## src/rtl/output_row_writer.sv

```systemverilog
// rtl/output_row_writer.sv - packs 1-bit convolution results into row words and writes them to output SRAM
// Commits happen on controller strobes; a terminator word closes each run.
module output_row_writer #(
  parameter int                DATA_W        = 16,
  parameter int                ADDR_W        = 12,
  parameter logic [ADDR_W-1:0] OUT_BASE_ADDR = '0,
  parameter logic [DATA_W-1:0] TERM_WORD     = 16'h00FF
) (
  input  logic              clk,
  input  logic              reset,
  input  logic              start,
  input  logic              conv_valid,
  input  logic              conv_bit,
  input  logic              str_temp_to_write,
  input  logic              rst_output_row_temp,
  input  logic              incr_output_addr,
  input  logic              end_condition_met,
  output logic [ADDR_W-1:0] dut_sram_write_address,
  output logic [DATA_W-1:0] dut_sram_write_data,
  output logic              dut_sram_write_enable,
  output logic              writer_busy,
  output logic              writer_done,
  output logic              col_overflow
);

  localparam int CP_W  = $clog2(DATA_W + 1);
  localparam int IDX_W = $clog2(DATA_W);
  localparam logic [CP_W-1:0] LAST_COL  = CP_W'(DATA_W - 1);
  localparam logic [CP_W-1:0] FULL_COLS = CP_W'(DATA_W);

  typedef enum logic [1:0] {
    S_IDLE,
    S_ACTIVE,
    S_TERM,
    S_DONE
  } state_t;

  state_t              r_state;
  state_t              w_state_next;
  logic [DATA_W-1:0]   r_row_temp;
  logic [CP_W-1:0]     r_col_ptr;
  logic [ADDR_W-1:0]   r_out_addr;
  logic [ADDR_W-1:0]   r_wr_addr;
  logic [DATA_W-1:0]   r_wr_data;
  logic                r_wr_en;
  logic                r_done;
  logic                r_overflow;

  logic                w_active;
  logic                w_has_room;
  logic                w_take_bit;
  logic                w_overflow_hit;
  logic                w_commit;
  logic                w_incr;
  logic [CP_W-1:0]     w_bit_pos;
  logic [DATA_W-1:0]   w_merged;
  logic [ADDR_W-1:0]   w_addr_next;

  always_comb begin
    w_state_next = r_state;
    case (r_state)
      S_IDLE:   if (start) w_state_next = S_ACTIVE;
      S_ACTIVE: if (end_condition_met) w_state_next = S_TERM;
      S_TERM:   w_state_next = S_DONE;
      S_DONE:   w_state_next = S_IDLE;
      default:  w_state_next = S_IDLE;
    endcase
  end

  // A row clear in the same cycle as a result drops that result, even for a commit.
  assign w_active       = (r_state == S_ACTIVE);
  assign w_has_room     = (r_col_ptr < FULL_COLS);
  assign w_take_bit     = w_active && conv_valid && !rst_output_row_temp && w_has_room;
  assign w_overflow_hit = w_active && conv_valid && !rst_output_row_temp && !w_has_room;
  assign w_commit       = w_active && str_temp_to_write;
  assign w_incr         = w_active && incr_output_addr;
  assign w_bit_pos      = LAST_COL - r_col_ptr;
  assign w_addr_next    = r_out_addr + ADDR_W'(w_commit) + ADDR_W'(w_incr);

  always_comb begin
    w_merged = r_row_temp;
    if (w_take_bit) w_merged[w_bit_pos[IDX_W-1:0]] = conv_bit;
  end

  always_ff @(posedge clk) begin
    if (reset) begin
      r_state    <= S_IDLE;
      r_row_temp <= '0;
      r_col_ptr  <= '0;
      r_out_addr <= OUT_BASE_ADDR;
      r_wr_addr  <= '0;
      r_wr_data  <= '0;
      r_wr_en    <= 1'b0;
      r_done     <= 1'b0;
      r_overflow <= 1'b0;
    end else begin
      r_state <= w_state_next;
      r_wr_en <= 1'b0;
      r_done  <= 1'b0;
      case (r_state)
        S_IDLE: begin
          if (start) begin
            r_row_temp <= '0;
            r_col_ptr  <= '0;
            r_overflow <= 1'b0;
            r_out_addr <= OUT_BASE_ADDR;
          end
        end
        S_ACTIVE: begin
          if (w_commit) begin
            r_wr_en   <= 1'b1;
            r_wr_addr <= r_out_addr;
            r_wr_data <= w_merged;
          end
          r_out_addr <= w_addr_next;
          if (w_commit || rst_output_row_temp) begin
            r_row_temp <= '0;
            r_col_ptr  <= '0;
          end else if (w_take_bit) begin
            r_row_temp <= w_merged;
            r_col_ptr  <= r_col_ptr + 1'b1;
          end
          if (w_overflow_hit) r_overflow <= 1'b1;
        end
        S_TERM: begin
          r_wr_en   <= 1'b1;
          r_wr_addr <= r_out_addr;
          r_wr_data <= TERM_WORD;
        end
        S_DONE:  r_done <= 1'b1;
        default: r_done <= 1'b0;
      endcase
    end
  end

  assign dut_sram_write_address = r_wr_addr;
  assign dut_sram_write_data    = r_wr_data;
  assign dut_sram_write_enable  = r_wr_en;
  assign writer_busy            = (r_state == S_ACTIVE) || (r_state == S_TERM);
  assign writer_done            = r_done;
  assign col_overflow           = r_overflow;

endmodule

```

## config.mk

```make
export PLATFORM = sky130hd
export DESIGN_NAME = output_row_writer
export DESIGN_NICKNAME = d
export VERILOG_FILES = /design/src/rtl/output_row_writer.sv
export SDC_FILE = /design/constraint.sdc
export NUM_CORES = 1
export LEC_CHECK = 0
export BUFFER_PORTS_ARGS = -buffer_cell sky130_fd_sc_hd__buf_2
export CORE_AREA = 2 2 75 77
export CTS_CLUSTER_SIZE = 10
export DETAILED_ROUTE_END_ITERATION = 8
export DIE_AREA = 0 0 77 79
export GPL_TIMING_DRIVEN = 0
export PLACE_DENSITY = 0.76
export SLEW_MARGIN = 30
export SYNTH_ARGS = -nofsm -noshare
export SYNTH_HDL_FRONTEND = slang
export SYNTH_SLANG_ARGS = --single-unit
export TNS_END_PERCENT = 5
```

## constraint.sdc

```tcl
create_clock -name clk -period 2.8 [get_ports clk]
set_input_delay 0.14 -clock clk [delete_from_list [all_inputs] [get_ports clk]]
set_output_delay 0.14 -clock clk [all_outputs]
set_load 0.01 [all_outputs]
```

# Yosys cells after proc, flatten, opt, wreduce, memory -nomap -nowiden
# Cells that the tools add are included.
[classes] addsub=4 order_cmp=3 n_eq_ne=8 n_mux=27 reduce_logical=19
[ops] cell="two-way mux 16 bit" n=5
[ops] cell="one-hot mux 16 bit (2 select lines)" n=2
[ops] cell="one-hot mux 12 bit (2 select lines)" n=2
[ops] cell="adder 12 x 1 -> 12 bit" n=2
[ops] cell="two-way mux 12 bit" n=2
[ops] cell="bitwise mux 16 bit" n=1
[ops] cell="two-way mux 5 bit" n=3
[ops] cell="one-hot mux 5 bit (2 select lines)" n=1
[ops] cell="one-hot mux 2 bit (4 select lines)" n=1
[ops] cell="logical AND 1 bit" n=7
[ops] cell="AND reduction 2 bit" n=3
[ops] cell="AND reduction 3 bit" n=2
[ops] cell="adder 5 x 1 -> 5 bit (second input constant)" n=1
[ops] cell="< comparator 4 x 5 -> 1 bit (second input constant)" n=1
[ops] cell="< comparator 5 bit (second input constant)" n=1
[ops] cell="two-way mux 1 bit" n=5
[ops] cell="demux 1 bit (select 4 bit)" n=1
[ops] cell="== test 2 bit (second input constant)" n=2
[ops] cell="greater-or-equal comparator 4 x 1 -> 1 bit (second input constant)" n=1
[ops] cell="two-way mux 2 bit" n=2
[ops] cell="inequality test 2 x 1 -> 1 bit (second input constant)" n=2
[ops] cell="inequality test 2 bit (second input constant)" n=2
[ops] cell="one-hot mux 1 bit (2 select lines)" n=2
[ops] cell="nonzero test 2 bit" n=2
[ops] cell="6 further kinds" n=8
[totals] ff_bits=66 in_bits=9 out_inout_bits=32 wordCells=70

# Depth between registers and ports, before layout
# Gate-level depths: netlist of the first run.
[depth] depth_word=10 depth_mapped=10 depth_no_buf=9

# Least setup slack after synthesis of the first run
# No wires, ideal clock.
[synth_timing] path_kind="flip-flop to flip-flop" start="register r_state[1]" end="register r_out_addr[11]" setup_ns=0.071 arrival_time_ns=1.918 t_required_ns=2.729 slack_ns=0.811 stages_incl_launch_ff=11 n_path_buf=1 cell_sequence="dfxtp_1 > inv_1 > ha_1 > buf_6 > nand2_1 > inv_1 > fa_1 > nand3_1 > or3b_1 > or3_1 > a21oi_1"
[synth_between] elab_chain_len=5 word_cells_on_any_way=10 cone_classes="add/sub: 2; eq/ne: 2; mux: 1; reduce/logical: 5"
[synth_rtl] element="start: declaration" line_no="38" source="state_t r_state;"
[synth_rtl] element="start signal: assignment" line_no="97" source="r_state <= w_state_next;"
[synth_rtl] element="== test 2 x 1 -> 1 bit *" line_no="71" source="assign w_active = (r_state == S_ACTIVE);"
[synth_rtl] element="named net w_active" line_no="49" source="logic w_active;"
[synth_rtl] element="logical AND 1 bit" line_no="75" source="assign w_commit = w_active && str_temp_to_write;"
[synth_rtl] element="adder 12 x 1 -> 12 bit (2 in series)" line_no="78" source="assign w_addr_next = r_out_addr + ADDR_W'(w_commit) + ADDR_W'(w_incr);"
[synth_rtl] element="one-hot mux 12 bit (2 select lines)" line_no="100" source="case (r_state)"
[synth_rtl] element="end signal: assignment" line_no="115" source="r_out_addr <= w_addr_next;"
[synth_rtl] element="end: declaration" line_no="42" source="logic [ADDR_W-1:0] r_out_addr;"
# The timed path passes the listed nets; every way through them passes the cells marked *.
# A chain may end at the register's enable or synchronous reset.

# Worst setup path in the final report of the first run
# Ends and elaborated chain as after synthesis.

==> results of run 1 <==
[registers in the layout, indices dropped and copies added, names as in the netlist]
name / count
r_state: 2
r_row_temp: 16
col_overflow: 1
r_col_ptr: 5
r_out_addr: 12
dut_sram_write_data: 16
writer_done: 1
dut_sram_write_enable: 1
dut_sram_write_address: 12
[worst max-delay path: stages, from the launching register on]
cell and delay (ns):
sky130_fd_sc_hd__dfxtp_1 0.34, sky130_fd_sc_hd__inv_1 0.11, sky130_fd_sc_hd__ha_1 0.21, sky130_fd_sc_hd__buf_6 0.15
sky130_fd_sc_hd__nand2_1 0.14, sky130_fd_sc_hd__inv_1 0.11, sky130_fd_sc_hd__fa_1 0.21, sky130_fd_sc_hd__nand3_1 0.17
sky130_fd_sc_hd__or3b_1 0.39, sky130_fd_sc_hd__or3_1 0.31, sky130_fd_sc_hd__a21oi_1 0.14
[cell families after synthesis]
group                    share of synthesized area (%)
AND/OR/NAND/NOR                                   19.7
AO/OA/AOI/OAI                                     16.2
flip-flops                                        46.0
buffers and inverters                             4.14
multiplexers                                      6.45
adder cells (fa/ha/maj)                           5.05
XOR/XNOR                                          2.44
[through the flow]
step           hold slack [ns]  instances  area, um2  utilization (%)  power [W]
6_report                 0.188        439       3370             63.2    0.00257
5_1_grt                  0.215        439       3370             63.2    0.00272
4_1_cts                  0.184        439       3370             63.2    0.00258
3_5_place_dp             0.441        423       3160             59.3    0.00173
3_3_place_gp             0.435        423       3160             59.3    0.00171
2_1_floorplan            0.335        311       2870                -    0.00152
[synthesized netlist by cell type (9+ instances only)]
| cell | count | area [um2] |
|---|---|---|
| sky130_fd_sc_hd__a211oi_1 | 10 | 75.1 |
| sky130_fd_sc_hd__a21oi_1 | 19 | 95.1 |
| sky130_fd_sc_hd__clkbuf_1 | 14 | 52.6 |
| sky130_fd_sc_hd__dfxtp_1 | 66 | 1320 |
| sky130_fd_sc_hd__ha_1 | 10 | 125 |
| sky130_fd_sc_hd__inv_1 | 9 | 33.8 |
| sky130_fd_sc_hd__mux2i_1 | 16 | 160 |
| sky130_fd_sc_hd__nand2_1 | 30 | 113 |
| sky130_fd_sc_hd__nand3_1 | 17 | 85.1 |
| sky130_fd_sc_hd__nor2_1 | 25 | 93.8 |
| sky130_fd_sc_hd__o21ai_0 | 13 | 65.1 |
| sky130_fd_sc_hd__o2bb2ai_1 | 16 | 140 |
[per-layer routing]
metal | global-route usage, % | part of all wire [%] | vias up | wire length [um]
li1 | - | - | 1214 | -
met1 | 27.9 | 43 | 1141 | 2810
met2 | 39.7 | 49 | 55 | 3200
met3 | 3.98 | 4.6 | 16 | 295
met4 | 12.1 | 2.5 | 0 | 163
met5 | 0 | 0 | - | 0
[layout make-up]
type | instances | area [um2] | share of cell area, %
Multi-Input combinational cell | 217 | 1430 | 42.5
Sequential cell | 66 | 1320 | 39.2
Timing Repair Buffer | 40 | 200 | 5.93
Clock buffer | 11 | 131 | 3.89
Tap cell | 72 | 90.1 | 2.67
Buffer | 19 | 85.1 | 2.52
Clock inverter | 5 | 78.8 | 2.34
Inverter | 9 | 33.8 | 1.00
[layout by cell type (no fill, tap or decap), types with 2 or more instances in the layout]
master / n
sky130_fd_sc_hd__buf_2: 42
sky130_fd_sc_hd__a32oi_1: 2
sky130_fd_sc_hd__nand4_1: 5
sky130_fd_sc_hd__nand3b_1: 8
sky130_fd_sc_hd__a211oi_1: 10
sky130_fd_sc_hd__nand2_1: 30
sky130_fd_sc_hd__and4_1: 2
sky130_fd_sc_hd__nand2b_1: 5
sky130_fd_sc_hd__a21oi_1: 19
sky130_fd_sc_hd__mux2i_1: 16
sky130_fd_sc_hd__dfxtp_1: 66
sky130_fd_sc_hd__or3_1: 5
sky130_fd_sc_hd__clkbuf_1: 16
sky130_fd_sc_hd__nand3_1: 17
sky130_fd_sc_hd__o21ai_0: 13
sky130_fd_sc_hd__o2bb2ai_1: 16
sky130_fd_sc_hd__xor2_1: 3
sky130_fd_sc_hd__nor2b_1: 3
sky130_fd_sc_hd__nor2_1: 25
sky130_fd_sc_hd__xnor2_1: 5
sky130_fd_sc_hd__clkbuf_8: 9
sky130_fd_sc_hd__bufinv_16: 2
sky130_fd_sc_hd__ha_1: 10
sky130_fd_sc_hd__inv_1: 9
sky130_fd_sc_hd__a31oi_1: 2
sky130_fd_sc_hd__clkinv_2: 2
[power by group]
part           switching (W)  internal (W)
registers          0.0000449       0.00101
clock network       0.000364      0.000500
logic               0.000427      0.000227
[worst paths after layout]
path	start	end
max	r_state[1]	r_out_addr[11]
min	end_condition_met	r_state[0]
max reg2reg	r_state[1]	r_out_addr[11]
min reg2reg	dut_sram_write_address[5]	dut_sram_write_address[5]
==> metrics list, run 1 <==
* Post-Route WL: 6470 um
- Counting the buffers created by CTS gives 9.
- X dimension of the die: 77 um
* Share of final-layout standard cells stronger than drive strength 1: 16.9%
- CP max FO: 10
- Post-route fraction of the period consumed by the critical path: a little over four fifths
- After synthesis the cells add up to 2870 um2.
- Number of antenna violations at the first check in global routing: 0
- Wire length of the first global-routing pass: about 11000 um
- In this run the vertical extent of the chip is 79 um.
- In this run the core area contains 27 standard-cell rows.
- Routed wirelength normalized by instance count: roughly 15 um
- Summed over all layers, the global routing overflow is 0.
- The worst-case IR drop observed on VDD is ~420 uV.
* Worst setup slack before clock tree synthesis: 0.466 ns
- The area growth from synthesis to layout is 17.4%.
- Dividing total power by cell area gives a power density of between 700 and 800 nW/um2.
- After filler insertion, the fill cell instance count of the layout stands at roughly 510.
- Transition time of the tightest slew-check pin: roughly 0.68 ns
- Maximum Capacitance Violations: 0
- Once the floorplan was initialized, standard cells occupied 53.8% of the core.
- Counting every net in the synthesized netlist gives around 330.
- Async set-or-reset flop fraction in the synthesized netlist: 0%
- Dividing the detail-routed via count by the number of cells gives 5.53.
- Highest achievable clock rate: roughly 0.43 GHz
* Net count of the finished layout: 382
* # hold bufs at CTS: 0
- Flip-flop cell with the highest count after synthesis: sky130_fd_sc_hd__dfxtp_1
- Clock slew at the register clock pins of the worst setup and hold paths: 0.06 ns
- The clock net in this run drives a total of 66 sinks.
- Cell leakage power: 1.37 nW
- Clock Path Buffers: 2
- Synthesized instance count: approximately 310
- Setup slack closes at 0.452 ns.
* Port buffer count: 40
- Via count of the first global-routing pass: 2316
* Clock tree from TritonCTS: built
- Routability-driven placement finished with a final weighted congestion of approximately 0.82.
* Tmin final: 2.35 ns
* Post-synthesis sequential element count: 66
- CP endpoint kind: register
- In this run the mean area of a mapped cell was 9.24 um2.
* Hold crit path type: in -> reg
* Setup repair after global routing missed its margin: false
- Synth warn: 0
- Clock root buffer: sky130_fd_sc_hd__clkbuf_8
- Worst Setup Start Kind: register
- Buffers added to address setup during post-CTS repair amount to 0.
- Entering global routing, the biggest net connects 12 pins.
- The die covers 6080 um2.
- Type of the setup path with the least slack: reg -> reg
- In the final timing run, aggregate negative setup slack is 0 ns.
- The core region is 5340 um2.
- Worst Hold Depth: 3
- Data arrival, critical path: 2.62 ns
- Worst-skew pair later-pin latency: 0.34 ns
- The detailed router placed 2426 vias in this run.
- The final max-slew violation count came to 0.
- The repair_antennas step left the layout with diodes totalling 0.
- Internal reg-to-reg setup slack: 0.45 ns
- Fraction of the yosys area taken by sequential cells: 46.0%
- The synthesized design contains 0 enable-type register cells.
- DRT Pass-1 Iters: 4
- 1st-iter DRT viols: roughly 120
- In this run the number of H-tree levels came out at 3.
- Post-detail-place hpwl: 4630 um
- The final-report hold violation count came to 0.
- Measured against its own limit, the worst slew margin works out to between 50% and 60%.
- Once detail routing completed, the nets flagged for antenna violations numbered 0.
- Worst endpoint required time: 3.07 ns
* Number of cells on the worst reg-to-reg path: 10
* Run status: complete, no violations
* Post-route DRC: 0
- In the global route stage, overall resource usage came out at 23.1%.
* CTS-repair resized insts: 0
- 41 I/O pins were placed.
- Number of endpoints failing setup at the final stage: 0
- The number of different library cells used by synthesis comes to between 40 and 50.
* Clk_skew: 0.00840 ns
Power figures use the tool's default switching activity.
==> run 2, diff against run 1 <==
Settings changed: CORE_AREA 2 2 75 77 to 2 2 79 81, DIE_AREA 0 0 77 79 to 0 0 81 83, PLACE_DENSITY 0.76 to 0.72.
Clock period 2.8 ns to 2.1 ns, I/O delays scaled along.
==> metrics list, run 2 (same netlist as run 1, synthesis figures left out) <==
- The met3 global-route usage is 5.65% (was 3.98%).
* Post-detail-place hpwl: 4600 um (was 4630 um)
- The number of antenna violations at the first check in global routing is 0 (unchanged).
- Number of buffers created by CTS: 9 (unchanged)
- The number of standard-cell rows in the floorplan came to 28 (was 27).
- The global routing met2 resource utilization was 35.7% (was 39.7%).
* Starting Density: 49.4% (was 53.8%)
- Total global routing track utilization: 21.2% (was 23.1%)
- Maximum level of the CTS H-tree: 3 (unchanged)
* Launch point of the worst hold path: str_temp_to_write (was end_condition_met)
- Worst VDD drop: 685 uV (was 421 uV)
- The wire length of the first global-routing pass is 11000 um (about the same).
- Worst-skew pair later-pin latency: 0.35 ns (was 0.34 ns)
* Maximum Capacitance Violations: 0 (unchanged)
- The transition time at the pin with the least slew margin is 0.684 ns (was 0.679 ns).
- The fill cell instance count of the final layout is 547 (was 505).
* Final hold slack: 0.0991 ns (was 0.188 ns)
- Hold path endpoint: dut_sram_write_enable (was r_state[0])
* Tmin final: 2.09 ns (was 2.35 ns)
* Final design utilization: 60.0% (was 63.2%)
* Number of endpoints failing setup at the final stage: 0 (unchanged)
- The final max-slew violation count came to 0 (unchanged).
- Worst Setup Start Kind: register (unchanged)
* Type of the setup path with the least slack: reg -> reg (unchanged)
- Most used cells in the layout excluding fill and tap cells: sky130_fd_sc_hd__dfxtp_1, sky130_fd_sc_hd__buf_2, sky130_fd_sc_hd__nand2_1 (unchanged)
* Clock Path Buffers: 2 (unchanged)
- Overall power consumption: 0.00360 W (was 0.00257 W)
- The worst setup slack for register-to-register paths came to 0.009 ns (was 0.45 ns).
- The most common library cell in the layout ignoring fill and taps was sky130_fd_sc_hd__dfxtp_1 (unchanged).
* Share of final-layout standard cells stronger than drive strength 1: 21.1% (was 16.9%)
- FF-to-FF Start: r_state[1] (unchanged)
- Post-route fraction of the period consumed by the critical path: 99.6% (was 83.9%)
* Clk_skew: 0.0103 ns (was 0.00840 ns)
- Hold crit path type: in -> reg (unchanged)
* Routability cong.: 0.786 (was 0.820)
- Post-route DRC: 0 (unchanged)
- Post-Route WL: 6690 um (was 6470 um)
- Total power density per cell area: 1030 nW/um2 (was 762 nW/um2)
- Clock slew at the register clock pins of the worst setup and hold paths: 0.07 ns (was 0.06 ns)
- ANT nets after route: 0 (unchanged)
- GRT Residual Overflow: 0 (unchanged)
* DRT Pass-1 Iters: 4 (unchanged)
- The sort of element at the end of the critical path is a register (unchanged).
- Reg2Reg Capture Point: r_out_addr[11] (unchanged)
- The cell count of the worst hold path came to 3 (unchanged).
- The post-route cell area came to 3490 um2 (was 3370 um2).
- Global route hottest layer: met2 (unchanged)
- Net count of the finished layout: 386 (was 382)
- The instance area after placement came to 3170 um2 (was 3160 um2).
- Chip Height: 83 um (was 79 um)
- The starting DRC count in detailed routing was 79 (was 118).
* Clock root buffer: sky130_fd_sc_hd__clkbuf_8 (unchanged)
* Cell leakage power: 1.40 nW (was 1.37 nW)
- The count of input and output buffers is 40 (unchanged).
- The hold-fix buffer count after cts was 0 (unchanged).
* Synthesis-to-layout area growth: 21.4% (was 17.4%)
- The horizontal die dimension is 81 um (was 77 um).
- The fmax is 0.478 GHz (was 0.426 GHz).
- Number of primary I/O pins: 41 (unchanged)
* Ant. Diodes: 0 (unchanged)
- Setup repair after global routing missed its margin: true (was false).
- The standard cell core area is 5820 um2 (was 5340 um2).
- The detail-routed via count per cell was 5.43 (was 5.53).
- Clock tree from TritonCTS: built (unchanged)
* Slew HR: 54.2% (was 54.6%)
* Worst endpoint required time: 2.38 ns (was 3.07 ns)
- Via total after detailed routing: 2417 (was 2426)
- The die outline area was 6720 um2 (was 6080 um2).
* Run status: complete, no violations (unchanged)
* Final hold viol count: 0 (unchanged)
* Fraction of met1 tracks used by global routing: 25.9% (was 27.9%)
- The peak fanout along the critical path was 7 (was 10).
- The via count of the first global-routing pass is 2327 (was 2316).
- Routed wirelength normalized by instance count: 15.0 um (was 14.7 um)
- The worst-case reg-to-reg path depth was 9 (was 10).
- The pin count of the biggest net entering global routing came to 11 (was 12).
- Data arrival, critical path: 2.37 ns (was 2.62 ns)
* Sink Count: 66 (unchanged)
run 2: cell count changes in the layout (fill, tap and decap cells not counted), sizes merged:
cell	previous run	this run
clkbuf	25	28
buf	45	48
clkinv	3	0
run 2: worst max-delay path by stage:
stage / start / endpoint / depth (start not counted) / slack [ns]
after floorplan: r_state[1] / r_out_addr[11] / 10 / 0.11
after global placement: r_state[1] / r_out_addr[11] / 10 / -0.13
after detailed placement: r_state[1] / r_out_addr[11] / 10 / -0.21
after CTS: r_state[1] / r_out_addr[11] / 10 / -0.04
after global routing: r_state[1] / r_out_addr[11] / 9 / -0.09
final: r_state[1] / r_out_addr[11] / 9 / 0.009
run 2: report_power, final:
| group | internal (W) | switching [W] | leakage [nW] |
|---|---|---|---|
| clock network | 0.000729 | 0.000470 | 0.110 |
| registers | 0.00135 | 0.0000673 | 0.534 |
| logic | 0.000375 | 0.000614 | 0.754 |
run 2: per-layer routing:
metal,wire [um],vias to the layer above,share of wire (%)
met4,91,0,1.4
met3,234,10,3.5
met5,0,-,0
met2,3310,42,49
li1,-,1215,-
met1,3060,1150,46
run 2: layout make-up:
class / instances / area [um2] / area share (%)
Multi-Input combinational cell: 217 / 1500 / 42.9
Sequential cell: 66 / 1320 / 37.9
Timing Repair Buffer: 44 / 230 / 6.60
Clock buffer: 13 / 159 / 4.56
Tap cell: 75 / 93.8 / 2.69
Buffer: 19 / 92.6 / 2.65
Clock inverter: 2 / 60.1 / 1.72
Inverter: 9 / 33.8 / 0.968
run 2: critical path: stages, from the launching register on:
cell and delay [ns]:
sky130_fd_sc_hd__dfxtp_2 0.34, sky130_fd_sc_hd__inv_2 0.08, sky130_fd_sc_hd__ha_4 0.14, sky130_fd_sc_hd__buf_8 0.11, sky130_fd_sc_hd__and2_4 0.14, sky130_fd_sc_hd__fa_2 0.24
sky130_fd_sc_hd__nand3_4 0.10, sky130_fd_sc_hd__or3b_1 0.39, sky130_fd_sc_hd__or3_1 0.33, sky130_fd_sc_hd__a21oi_2 0.14
run 2: timing repair:
action	4_1_cts	5_1_grt
pin swaps	1	3
endpoints found under the setup margin	21	28
buffers inserted	0	4
gates resized for setup	12	8
cloned	0	0
run 2: per-stage QoR:
step | TNS [ns] | worst slack (ns) | std cells
after floorplan | 0 | 0.111 | 311
after global placement | -1.20 | -0.127 | 426
after detailed placement | -1.83 | -0.209 | 426
after CTS | -0.0591 | -0.0385 | 441
after global routing | -0.868 | -0.0930 | 445
final | 0 | 0.00886 | 445
